--- src/rtl/gate_sequencer_if.sv ---
// Handshake and gate-under-test signals for gate_sequencer.
// The slave side is the sequencer; the master side is whatever drives start/abort and owns the gate.
interface gate_sequencer_if;
  logic       start;
  logic       abort;
  logic       dut_y;
  logic       dut_a;
  logic       dut_b;
  logic       busy;
  logic       done;
  logic       pass;
  logic [2:0] fail_count;
  logic [3:0] fail_vec;

  modport slave (
    input  start, abort, dut_y,
    output dut_a, dut_b, busy, done, pass, fail_count, fail_vec
  );

  modport master (
    output start, abort, dut_y,
    input  dut_a, dut_b, busy, done, pass, fail_count, fail_vec
  );
endinterface

--- src/rtl/gate_sequencer.sv ---
// Walks the four input vectors of a 2-input gate, waits SETTLE_CYCLES, samples the
// output against TRUTH[{b,a}] and reports pass/fail plus a per-vector failure map.
module gate_sequencer #(
  parameter int         SETTLE_CYCLES = 2,
  parameter logic [3:0] TRUTH         = 4'b0111
) (
  input  logic             clk,
  input  logic             rst_n,
  gate_sequencer_if.slave  bus
);

  typedef enum logic [2:0] {IDLE, APPLY, SETTLE, SAMPLE, DONE} state_t;

  localparam logic [7:0] SETTLE_M1 = 8'(SETTLE_CYCLES - 1);

  state_t     state_q, state_d;
  logic [1:0] idx_q, idx_d;
  logic [7:0] cnt_q, cnt_d;
  logic       dut_a_q, dut_a_d;
  logic       dut_b_q, dut_b_d;
  logic       pass_q, pass_d;
  logic [2:0] fail_count_q, fail_count_d;
  logic [3:0] fail_vec_q, fail_vec_d;

  always_ff @(posedge clk or negedge rst_n) begin
    if (!rst_n) begin
      state_q      <= IDLE;
      idx_q        <= 2'd0;
      cnt_q        <= 8'd0;
      dut_a_q      <= 1'b0;
      dut_b_q      <= 1'b0;
      pass_q       <= 1'b0;
      fail_count_q <= 3'd0;
      fail_vec_q   <= 4'd0;
    end else begin
      state_q      <= state_d;
      idx_q        <= idx_d;
      cnt_q        <= cnt_d;
      dut_a_q      <= dut_a_d;
      dut_b_q      <= dut_b_d;
      pass_q       <= pass_d;
      fail_count_q <= fail_count_d;
      fail_vec_q   <= fail_vec_d;
    end
  end

  always_comb begin
    state_d      = state_q;
    idx_d        = idx_q;
    cnt_d        = cnt_q;
    dut_a_d      = dut_a_q;
    dut_b_d      = dut_b_q;
    pass_d       = pass_q;
    fail_count_d = fail_count_q;
    fail_vec_d   = fail_vec_q;

    // abort outranks everything once a run is in flight, DONE included
    if (bus.abort && (state_q != IDLE)) begin
      state_d      = IDLE;
      dut_a_d      = 1'b0;
      dut_b_d      = 1'b0;
      pass_d       = 1'b0;
      fail_count_d = 3'd0;
      fail_vec_d   = 4'd0;
    end else begin
      case (state_q)
        IDLE: begin
          dut_a_d = 1'b0;
          dut_b_d = 1'b0;
          if (bus.start && !bus.abort) begin
            state_d      = APPLY;
            idx_d        = 2'd0;
            pass_d       = 1'b0;
            fail_count_d = 3'd0;
            fail_vec_d   = 4'd0;
          end
        end
        APPLY: begin
          cnt_d   = SETTLE_M1;
          state_d = SETTLE;
        end
        SETTLE: begin
          if (cnt_q == 8'd0) state_d = SAMPLE;
          else               cnt_d   = cnt_q - 8'd1;
        end
        SAMPLE: begin
          if (bus.dut_y != TRUTH[idx_q]) begin
            fail_vec_d[idx_q] = 1'b1;
            fail_count_d      = fail_count_q + 3'd1;
          end
          // pass is settled on entry to DONE so it is valid alongside the done pulse
          if (idx_q == 2'd3) begin
            state_d = DONE;
            dut_a_d = 1'b0;
            dut_b_d = 1'b0;
            pass_d  = (fail_vec_d == 4'd0);
          end else begin
            idx_d   = idx_q + 2'd1;
            dut_a_d = idx_d[0];
            dut_b_d = idx_d[1];
            state_d = APPLY;
          end
        end
        DONE: begin
          state_d = IDLE;
        end
        default: begin
          state_d = IDLE;
        end
      endcase
    end
  end

  assign bus.dut_a      = dut_a_q;
  assign bus.dut_b      = dut_b_q;
  assign bus.busy       = (state_q != IDLE);
  assign bus.done       = (state_q == DONE);
  assign bus.pass       = pass_q;
  assign bus.fail_count = fail_count_q;
  assign bus.fail_vec   = fail_vec_q;

endmodule

--- src/flat_wrapper.sv ---
// flat-port wrapper written by rule: the top's interface ports become plain ports
module gate_sequencer_flat 
#(
  parameter int         SETTLE_CYCLES = 2,
  parameter logic [3:0] TRUTH         = 4'b0111
)
  (clk, rst_n, bus_start, bus_abort, bus_dut_y, bus_dut_a, bus_dut_b, bus_busy, bus_done, bus_pass, bus_fail_count, bus_fail_vec);
  gate_sequencer_if bus_i ();
  input  logic clk;
  input  logic rst_n;
  input wire logic [$bits(bus_i.start)-1:0] bus_start;
  input wire logic [$bits(bus_i.abort)-1:0] bus_abort;
  input wire logic [$bits(bus_i.dut_y)-1:0] bus_dut_y;
  output wire logic [$bits(bus_i.dut_a)-1:0] bus_dut_a;
  output wire logic [$bits(bus_i.dut_b)-1:0] bus_dut_b;
  output wire logic [$bits(bus_i.busy)-1:0] bus_busy;
  output wire logic [$bits(bus_i.done)-1:0] bus_done;
  output wire logic [$bits(bus_i.pass)-1:0] bus_pass;
  output wire logic [$bits(bus_i.fail_count)-1:0] bus_fail_count;
  output wire logic [$bits(bus_i.fail_vec)-1:0] bus_fail_vec;
  assign bus_i.start = bus_start;
  assign bus_i.abort = bus_abort;
  assign bus_i.dut_y = bus_dut_y;
  assign bus_dut_a = bus_i.dut_a;
  assign bus_dut_b = bus_i.dut_b;
  assign bus_busy = bus_i.busy;
  assign bus_done = bus_i.done;
  assign bus_pass = bus_i.pass;
  assign bus_fail_count = bus_i.fail_count;
  assign bus_fail_vec = bus_i.fail_vec;
  gate_sequencer #(.SETTLE_CYCLES(SETTLE_CYCLES), .TRUTH(TRUTH)) u_core (.clk(clk), .rst_n(rst_n), .bus(bus_i));
endmodule
--- config.mk ---
export PLATFORM = sky130hd
export DESIGN_NAME = gate_sequencer_flat
export DESIGN_NICKNAME = d
export VERILOG_FILES = /design/src/rtl/gate_sequencer_if.sv /design/src/rtl/gate_sequencer.sv /design/src/flat_wrapper.sv
export SDC_FILE = /design/constraint.sdc
export NUM_CORES = 1
export LEC_CHECK = 0
export BUFFER_PORTS_ARGS = -buffer_cell sky130_fd_sc_hd__buf_2
export CAP_MARGIN = 20
export CELL_PAD_IN_SITES_DETAIL_PLACEMENT = 1
export CELL_PAD_IN_SITES_GLOBAL_PLACEMENT = 1
export CORE_MARGIN = 2
export CORE_UTILIZATION = 47
export DETAILED_ROUTE_END_ITERATION = 6
export GPL_TIMING_DRIVEN = 0
export PLACE_DENSITY_LB_ADDON = 0.1
export SETUP_SLACK_MARGIN = 0.4
export SYNTH_ARGS = -nofsm -noshare
export SYNTH_HDL_FRONTEND = slang
export SYNTH_SLANG_ARGS = --single-unit
--- constraint.sdc ---
create_clock -name clk -period 4.45 [get_ports clk]
set_clock_uncertainty 0.05 [all_clocks]
set_input_delay 0.445 -clock clk [delete_from_list [all_inputs] [get_ports clk]]
set_output_delay 0.445 -clock clk [all_outputs]
set_load 0.05 [all_outputs]
# Word-level counts from Yosys, hierarchy flattened
# Index checks and enable logic that the tools add are counted.
# W data, S select, Z words.
[classes]
n_bitwise = 2
n_eq_ne = 13
order_cmp = 2
add_sub_neg = 3
muxes = 34
reduce_logical = 17
[ops]
columns = ["operator", "n"]
rows = [
  ["$mux W3", 7],
  ["$mux W4", 5],
  ["$pmux W8 S2", 1],
  ["$ne A3 B1 Y1 const B", 4],
  ["$pmux W3 S4", 1],
  ["$mux W1", 9],
  ["$reduce_and A3 Y1", 3],
  ["$logic_not A8 Y1", 1],
  ["$mux W8", 1],
  ["$pmux W4 S2", 1],
  ["$sub A8 B1 Y8 const B", 1],
  ["$eq A3 B2 Y1 const B", 2],
  ["$pmux W1 S2", 3],
  ["$pmux W3 S2", 1],
  ["$reduce_bool A3 Y1", 2],
  ["$logic_not A4 Y1", 1],
  ["$mux W2", 2],
  ["$ne A2 B2 Y1 const B", 2],
  ["$or A4 B4 Y4", 1],
  ["$pmux W2 S2", 1],
  ["$reduce_and A2 Y1", 2],
  ["$reduce_and A4 Y1", 1],
  ["$reduce_bool A2 Y1", 2],
  ["$add A3 B1 Y3 const B", 1],
  ["14 further kinds", 16],
]
[word_totals]
word_cells = 79
regBits = 23
out_inout_bits = 12
inputBits = 5

# Longest topological paths before layout
# Gate-level depths: netlist (run 1).
[depth]
word_depth = 12
mapped_depth = 6
depth_no_buf = 6

# Worst setup path after synthesis (run 1)
# Ideal clock, no wire load.
[synth_path]
path_kind = "flip-flop to output port"
start = "reg u_core.state_q[1]"
end = "out bus_done"
stages_incl_launch_ff = 4
slack_ns = 2.133
t_arrival_ns = 1.822
t_required_ns = 3.955
n_path_buf = 2
cell_sequence = "dfrtp_1 -> buf_6 -> clkbuf_1 -> nor3b_1"
[synth_between]
elab_chain_cells = 1
[synth_rtl]
columns = ["element", "line", "source"]
rows = [
  ["start: declaration", "gate_sequencer.sv:16", "state_t state_q, state_d;"],
  ["start signal: assignment", "gate_sequencer.sv:36", "state_q <= state_d;"],
  ["$eq A3 B3 Y1", "gate_sequencer.sv:117", "assign bus.done = (state_q == DONE);"],
  ["end: declaration", "flat_wrapper.sv:17", "output wire logic [$bits(bus_i.done)-1:0] bus_done;"],
]
# Every way passes these cells.

# Worst setup path in the final report (run 1)
[layout_path]
start = "reg u_core.state_q[2]"
end = "out bus_done"
# Same word-level chain as after synthesis.

==> impl_metrics.yaml, run 1 <==
sta:
  top_achievable_clock_speed_mhz: 473
  tightest_slew_ns: 0.705
  final_tns_setup_ns: 0
  setup_repair_after_global_routing_missed_its_margin: "false"
  final_max_slew_viol_count: 0
  slack_of_the_critical_path_ns: 2.34
  worst_slew_margin_rel_pct: 52.9
  crit_path_time_final_ns: 2.11
  count_of_endpoints_failing_setup_in_the_final_report: 0
  min_period_over_period_pct: 47.5
  finalHoldViolations: 0
final_layout:
  layout-area-overhead-vs-synth_pct: 10.2
  fillCellCount: 333
  most-common-layout-cells: "sky130_fd_sc_hd__dfrtp_1 (23), sky130_fd_sc_hd__buf_2 (15), sky130_fd_sc_hd__inv_1 (13)"
  final_net_count: 179
  final_common_cell: "sky130_fd_sc_hd__dfrtp_1"
  layout-drive-gt1-share_pct: 16.3
  instances_no_fill: 197
  register_area_um2: 576
  multiInputGateArea_um2: 709
  insertedDiodeCount: 0
die:
  core-area_um2: 2760
  floorplan.die_area_um2: 3360
  fp-row-count: 19
  die_h_um: 57.9
  io_pins: 17
  floorplan.initialDensity_pct: 49.6
  die-width_um: 57.9
synth:
  synth.yosys.warnings: 0
  ys_ff_latch: 23
  yosysUniqueCellTypes: 43
  synth_edf_count: 0
  synthFlopType: "sky130_fd_sc_hd__dfrtp_1"
  synth_area_per_cell_um2: 9.30
  postSynth.asyncResetShare_pct: 100
  syn_inst: 147
  mappedNetlistArea_um2: 1370
  synth.yosys.seq_area_share_pct: 42.1
  synth.net_count: 159
setup_path:
  worstPathMaxFanout: 10
  path_buf_inv: 2
  critical_path.cell_chain: "clkbuf_1 -> nor3b_1 -> buf_2"
  largest_stage_delay_worst_path_ns: 0.43
  cp_top_family: "buffers and inverters"
  worstPathRequired_ns: 3.95
  cp_capture_type: "primary output"
  slowest_stage_cell_on_the_critical_path: "sky130_fd_sc_hd__dfrtp_1"
  cp_data_arrival_time_ns: 1.62
  critical_path.startpoint_type: "flip-flop"
  criticalPathCategory: "flip-flop to primary output"
clock_network:
  insertion_delay_ns: 0.32
  cts_hold_buffers: 0
  cts.sinks: 23
  cts_tree: "built"
  cts_root_buf: "sky130_fd_sc_hd__clkbuf_4"
  cts_buf_count: 3
  post_cts_resize_count: 0
  cts.reportedPaths.clkPinSlew_ns: 0.13
  cts.repair_timing.setup_buffer_count: 0
  clockBufferDepth: 2
  h-tree-depth: 1
detailed_routing:
  postRouteAntennaNets: 0
  detail_route.vias_per_cell: 5.86
  postRouteWirelength_um: 3250
  route.detailed.drc: 0
  number_of_iterations_in_the_first_detailed_routing_pass: 4
  detailed_route_wire_length_per_cell_um: 16.5
  vias: 1155
  detail_route.iter0.violations: 30
pwr:
  internal_power_uw: 370
  comb_power_share_pct: 36.7
  power.sequential.fraction_pct: 46.8
  design_power_total_uw: 620
  power-per-cell-area_nw_per_um2: 411
  switching_share_of_power_pct: 40.2
  clock_power_share_pct: 16.4
  total_switching_power_uw: 249
  vdd.ir_drop.worst_mv: 0.258
  power_leakage_nw: 0.702
place:
  place.gp.congestion: 0.812
  detailedPlace.worstSlack_ns: 2.34
  hpwl_um: 2410
  place.port_buffers: 15
  post-place-cells: 193
global_routing:
  grt_first_pass_wirelength_um: 5490
  grt_use_total_pct: 21.1
  grt_remaining_overflow: 0
  antenna_violations_before_repair: 0
  grt_start_max_net_pins: 24
  first_global_vias: 1137
flow_run:
  drv_cap: 0
worst_hold_path:
  worstHoldPathType: "input port to asynchronous set/reset pin"
status:
  status: "finished, final reports clean"
-- stage by stage --
stage / hold slack [ns] / instance area (µm²) / utilization [%]
2_1_floorplan: 0.0994 / 1370 / -
3_3_place_gp: 0.401 / 1480 / 53.7
3_5_place_dp: 0.416 / 1480 / 53.7
4_1_cts: 0.0565 / 1510 / 54.7
5_1_grt: 0.0571 / 1510 / 54.7
6_report: 0.0368 / 1510 / 54.7
-- registers in the layout, indices dropped and copies added (netlist names) --
signal / flops
u_core.cnt_q: 8
u_core.bus.fail_vec: 4
u_core.bus.fail_count: 3
u_core.state_q: 3
u_core.idx_q: 2
u_core.bus.dut_a: 1
u_core.bus.dut_b: 1
u_core.bus.pass: 1
-- area by class of cell --
class	count	area share, %
Multi-Input combinational cell	106	47.1
Sequential cell	23	38.2
Timing Repair Buffer	15	4.98
Inverter	13	3.24
Tap cell	31	2.57
Buffer	5	2.24
Clock buffer	4	1.74
-- synth_stat cells, types with 2 or more instances --
| library cell | count | area (µm²) |
|---|---|---|
| sky130_fd_sc_hd__mux2i_1 | 2 | 20.0 |
| sky130_fd_sc_hd__or4_1 | 2 | 15.0 |
| sky130_fd_sc_hd__nor2_1 | 12 | 45.0 |
| sky130_fd_sc_hd__dfrtp_1 | 23 | 576 |
| sky130_fd_sc_hd__nor2b_1 | 4 | 25.0 |
| sky130_fd_sc_hd__xnor2_1 | 3 | 26.3 |
| sky130_fd_sc_hd__a22o_1 | 2 | 17.5 |
| sky130_fd_sc_hd__buf_6 | 2 | 22.5 |
| sky130_fd_sc_hd__nand2_1 | 9 | 33.8 |
| sky130_fd_sc_hd__o311ai_0 | 2 | 17.5 |
| sky130_fd_sc_hd__nand3_1 | 5 | 25.0 |
| sky130_fd_sc_hd__nor3_1 | 2 | 10.0 |
| sky130_fd_sc_hd__inv_1 | 13 | 48.8 |
| sky130_fd_sc_hd__o21ai_0 | 10 | 50.1 |
| sky130_fd_sc_hd__and2_1 | 3 | 18.8 |
| sky130_fd_sc_hd__a21oi_1 | 12 | 60.1 |
| sky130_fd_sc_hd__clkbuf_1 | 3 | 11.3 |
| sky130_fd_sc_hd__or3_1 | 3 | 18.8 |
| sky130_fd_sc_hd__nand4_1 | 2 | 12.5 |
| sky130_fd_sc_hd__ha_1 | 7 | 87.6 |
| sky130_fd_sc_hd__nor3b_1 | 4 | 30.0 |
-- path summary, 6_finish.rpt --
| kind | endpoint | startpoint | slack [ns] | depth (start not counted) |
|---|---|---|---|---|
| setup / recovery | bus_done | u_core.state_q[2] | 2.34 | 3 |
| hold / removal | u_core.cnt_q[4] | rst_n | 0.04 | 1 |
| setup reg to reg | u_core.cnt_q[4] | u_core.state_q[2] | 2.35 | 4 |
| hold reg to reg | u_core.bus.pass | u_core.bus.pass | 0.49 | 2 |
| max in group asynchronous | u_core.state_q[1] | rst_n | 3.96 | 1 |
| min in group clk | u_core.bus.dut_b | bus_abort | 0.25 | 2 |
-- per-layer routing --
layer	wire, µm	up-vias	share of wire, %	global-route usage [%]
met5	0	-	0	0
met4	42	0	1.3	6.64
met3	109	4	3.4	2.01
met2	1510	22	47	33.0
met1	1580	572	49	30.9
li1	-	557	-	-
-- cell families after synthesis --
| kind of cell | synth area share [%] |
|---|---|
| and+or+nand+nor | 23.1 |
| adders and majority gates | 6.40 |
| muxes | 3.11 |
| DFF | 42.1 |
| buffers and inverters | 6.04 |
| AOI/OAI and AO/OA | 17.3 |
| xor gates and xnor gates | 1.92 |
-- worst reg2reg max path, cell delays in order (launching register included) --
cell	delay (ns)
sky130_fd_sc_hd__dfrtp_1	0.44
sky130_fd_sc_hd__clkbuf_1	0.23
sky130_fd_sc_hd__nor4b_2	0.69
sky130_fd_sc_hd__and2b_2	0.30
sky130_fd_sc_hd__mux2_1	0.29
-- power by group through the flow --
stage | Sequential [mW] | Clock (mW) | Combinational (mW)
CTS | 0.290 | 0.105 | 0.229
global placement | 0.290 | 0 | 0.215
global route | 0.298 | 0.111 | 0.256
floorplan | 0.302 | 0 | 0.157
finish | 0.290 | 0.102 | 0.228
detailed placement | 0.295 | 0 | 0.227
(Power assumes the default switching activity.)
==> run 2, diff against run 1 <==
- CORE_UTILIZATION: 47 -> 43
- clock period: 4.45 -> 2.1 ns (I/O delays scaled with it)
==> impl_metrics.yaml, run 2 (same netlist as run 1, synthesis figures left out) <==
status:
  status: "finished, final reports clean"
detailed_routing:
  highest-signal-layer: "met4"
  postRouteWirelength_um: 4980
  dr_wl_met2_um: 2440
  drt-met1-wl_um: 2090
  vias: 1373
  number_of_iterations_in_the_first_detailed_routing_pass: 4
  detail_route.iter0.violations: 40
  met3WireLength_um: 276
  detailed_route_wire_length_per_cell_um: 21.1
  postRouteAntennaNets: 0
  route.detailed.drc: 0
  detail_route.vias_per_cell: 5.82
place:
  detailedPlace.worstSlack_ns: 0.00161
  placement.cell_area_um2: 1510
  place.port_buffers: 15
  post-place-cells: 206
  hpwl_um: 2460
  place.gp.congestion: 0.781
final_layout:
  postLayoutCoreUtil_pct: 65.5
  instances_no_fill: 236
  register_area_um2: 576
  layout-area-overhead-vs-synth_pct: 45.0
  final_net_count: 205
  largest_reg_flops: 8
  layout-drive-gt1-share_pct: 43.8
  final_common_cell: "sky130_fd_sc_hd__dfrtp_1"
  most-common-layout-cells: "sky130_fd_sc_hd__dfrtp_1 (23), sky130_fd_sc_hd__buf_4 (16), sky130_fd_sc_hd__buf_2 (14)"
  fillCellCount: 328
  multiInputGateArea_um2: 890
  insertedDiodeCount: 0
  final_design_area_no_fill_um2: 1980
  register_containing_the_most_flip_flops_in_the_final_layout: "u_core.cnt_q"
pwr:
  vdd.ir_drop.worst_mv: 0.683
  switching_share_of_power_pct: 42.5
  design_power_total_mw: 1.68
  power-per-cell-area_nw_per_um2: 849
  comb_power_share_pct: 48.3
  power_leakage_nw: 0.902
  internal_power_uw: 969
  clock_power_share_pct: 13.4
  total_switching_power_uw: 715
  power.sequential.fraction_pct: 38.3
worst_hold_path:
  holdCritStartpoint: "bus_abort"
  worstHoldPathType: "input port to flip-flop"
setup_path:
  path_buf_inv: 1
  r2r_cells: 6
  cp_top_family: "simple AND/OR/NAND/NOR gates"
  cp_capture_type: "flip-flop"
  regToRegStartpoint: "u_core.cnt_q[0]"
  setup.worst_path.end: "u_core.cnt_q[4]"
  largest_stage_delay_worst_path_ns: 0.43
  critical_path.startpoint_type: "flip-flop"
  cp_data_arrival_time_ns: 2.20
  reg2reg_slack_ns: 0.09
  worstPathRequired_ns: 2.29
  worst_setup_path_startpoint: "u_core.cnt_q[0]"
  cp_num_cells: 6
  critical_path.cell_chain: "inv_2 -> ha_4 -> nor3b_4 -> a211o_1 -> or4_4 -> mux2_4"
  worstPathMaxFanout: 2
  slowest_stage_cell_on_the_critical_path: "sky130_fd_sc_hd__dfrtp_1"
  criticalPathCategory: "flip-flop to flip-flop"
  timing.rr.end: "u_core.cnt_q[4]"
sta:
  count_of_endpoints_failing_setup_in_the_final_report: 0
  slack_of_the_critical_path_ns: 0.0922
  tightest_slew_ns: 0.560
  top_achievable_clock_speed_mhz: 498
  final_max_slew_viol_count: 0
  setup_repair_after_global_routing_missed_its_margin: "true"
  min_period_over_period_pct: 95.6
  finalHoldViolations: 0
  final.hold.worst_slack_ns: 0.0316
  crit_path_time_final_ns: 2.01
  worst_slew_margin_rel_pct: 62.4
  final_tns_setup_ns: 0
die:
  die_h_um: 60.4
  floorplan.initialDensity_pct: 45.2
  die-width_um: 60.4
  core-area_um2: 3030
  io_pins: 17
  fp-row-count: 20
  floorplan.die_area_um2: 3650
clock_network:
  cts_root_buf: "sky130_fd_sc_hd__clkbuf_4"
  cts.reportedPaths.clkPinSlew_ns: 0.14
  h-tree-depth: 1
  cts.sinks: 23
  insertion_delay_ns: 0.34
  cts_tree: "built"
  cts_buf_count: 3
  clockBufferDepth: 2
global_routing:
  grt_use_total_pct: 25.2
  antenna_violations_before_repair: 0
  first_global_vias: 1352
  grt_start_max_net_pins: 24
  grt_first_pass_wirelength_um: 6560
  grt_remaining_overflow: 0
flow_run:
  drv_cap: 0
## run 2: cell count changes in the layout (fill, tap and decap cells not counted), moves of 4 or more
cell / change
sky130_fd_sc_hd__buf_4: +16
sky130_fd_sc_hd__buf_6: +11
sky130_fd_sc_hd__clkbuf_1: -4
sky130_fd_sc_hd__nand3_1: -4
sky130_fd_sc_hd__o21ai_0: -4
## run 2: power by group through the flow
stage / Clock, mW / Sequential (mW) / Combinational (mW)
after CTS: 0.225 / 0.625 / 0.633
after global placement: 0 / 0.615 / 0.464
final: 0.225 / 0.646 / 0.813
after global routing: 0.238 / 0.650 / 0.868
after detailed placement: 0 / 0.624 / 0.496
after floorplan: 0 / 0.640 / 0.341
## run 2: timing repair
item	4_1_cts	5_1_grt
cloned	0	1
gates resized for setup	30	33
pin swaps	9	9
endpoints found under the setup margin	19	21
setup buffers	16	8
endpoints found under the hold margin	23	0
hold buffers	1	0
## run 2: worst min-delay path by stage
stage                       end  slack, ns  depth (start not counted)
5_1_grt        u_core.bus.dut_b       0.04                          2
3_5_place_dp    u_core.cnt_q[2]       0.18                          1
4_1_cts        u_core.bus.dut_b       0.02                          2
2_1_floorplan  u_core.bus.dut_a      -0.14                          0
3_3_place_gp    u_core.cnt_q[2]       0.17                          1
6_report       u_core.bus.dut_b       0.03                          2
## run 2: worst register-to-register path: stages (launching register included)
cell and delay [ns]:
sky130_fd_sc_hd__dfrtp_1 0.43, sky130_fd_sc_hd__inv_2 0.08, sky130_fd_sc_hd__ha_4 0.16, sky130_fd_sc_hd__nor3b_4 0.14, sky130_fd_sc_hd__a211o_1 0.31, sky130_fd_sc_hd__or4_4 0.43
sky130_fd_sc_hd__mux2_4 0.31
## run 2: area by class of cell
cell class / instances / share of cell area [%]
clock buffers: 3 / 1.14
flip-flops and latches: 23 / 29.0
inverters: 13 / 2.46
repair buffers: 41 / 16.8
well taps: 44 / 2.78
multi-input cells: 106 / 44.9
clock inverters: 1 / 0.252
plain buffers: 5 / 2.71
## run 2: routing by layer
layer | track usage [%] | vias to the layer above
met1 | 32.0 | 689
met2 | 41.9 | 52
li1 | - | 615
met3 | 4.69 | 17
met5 | 0 | -
met4 | 11.1 | 0
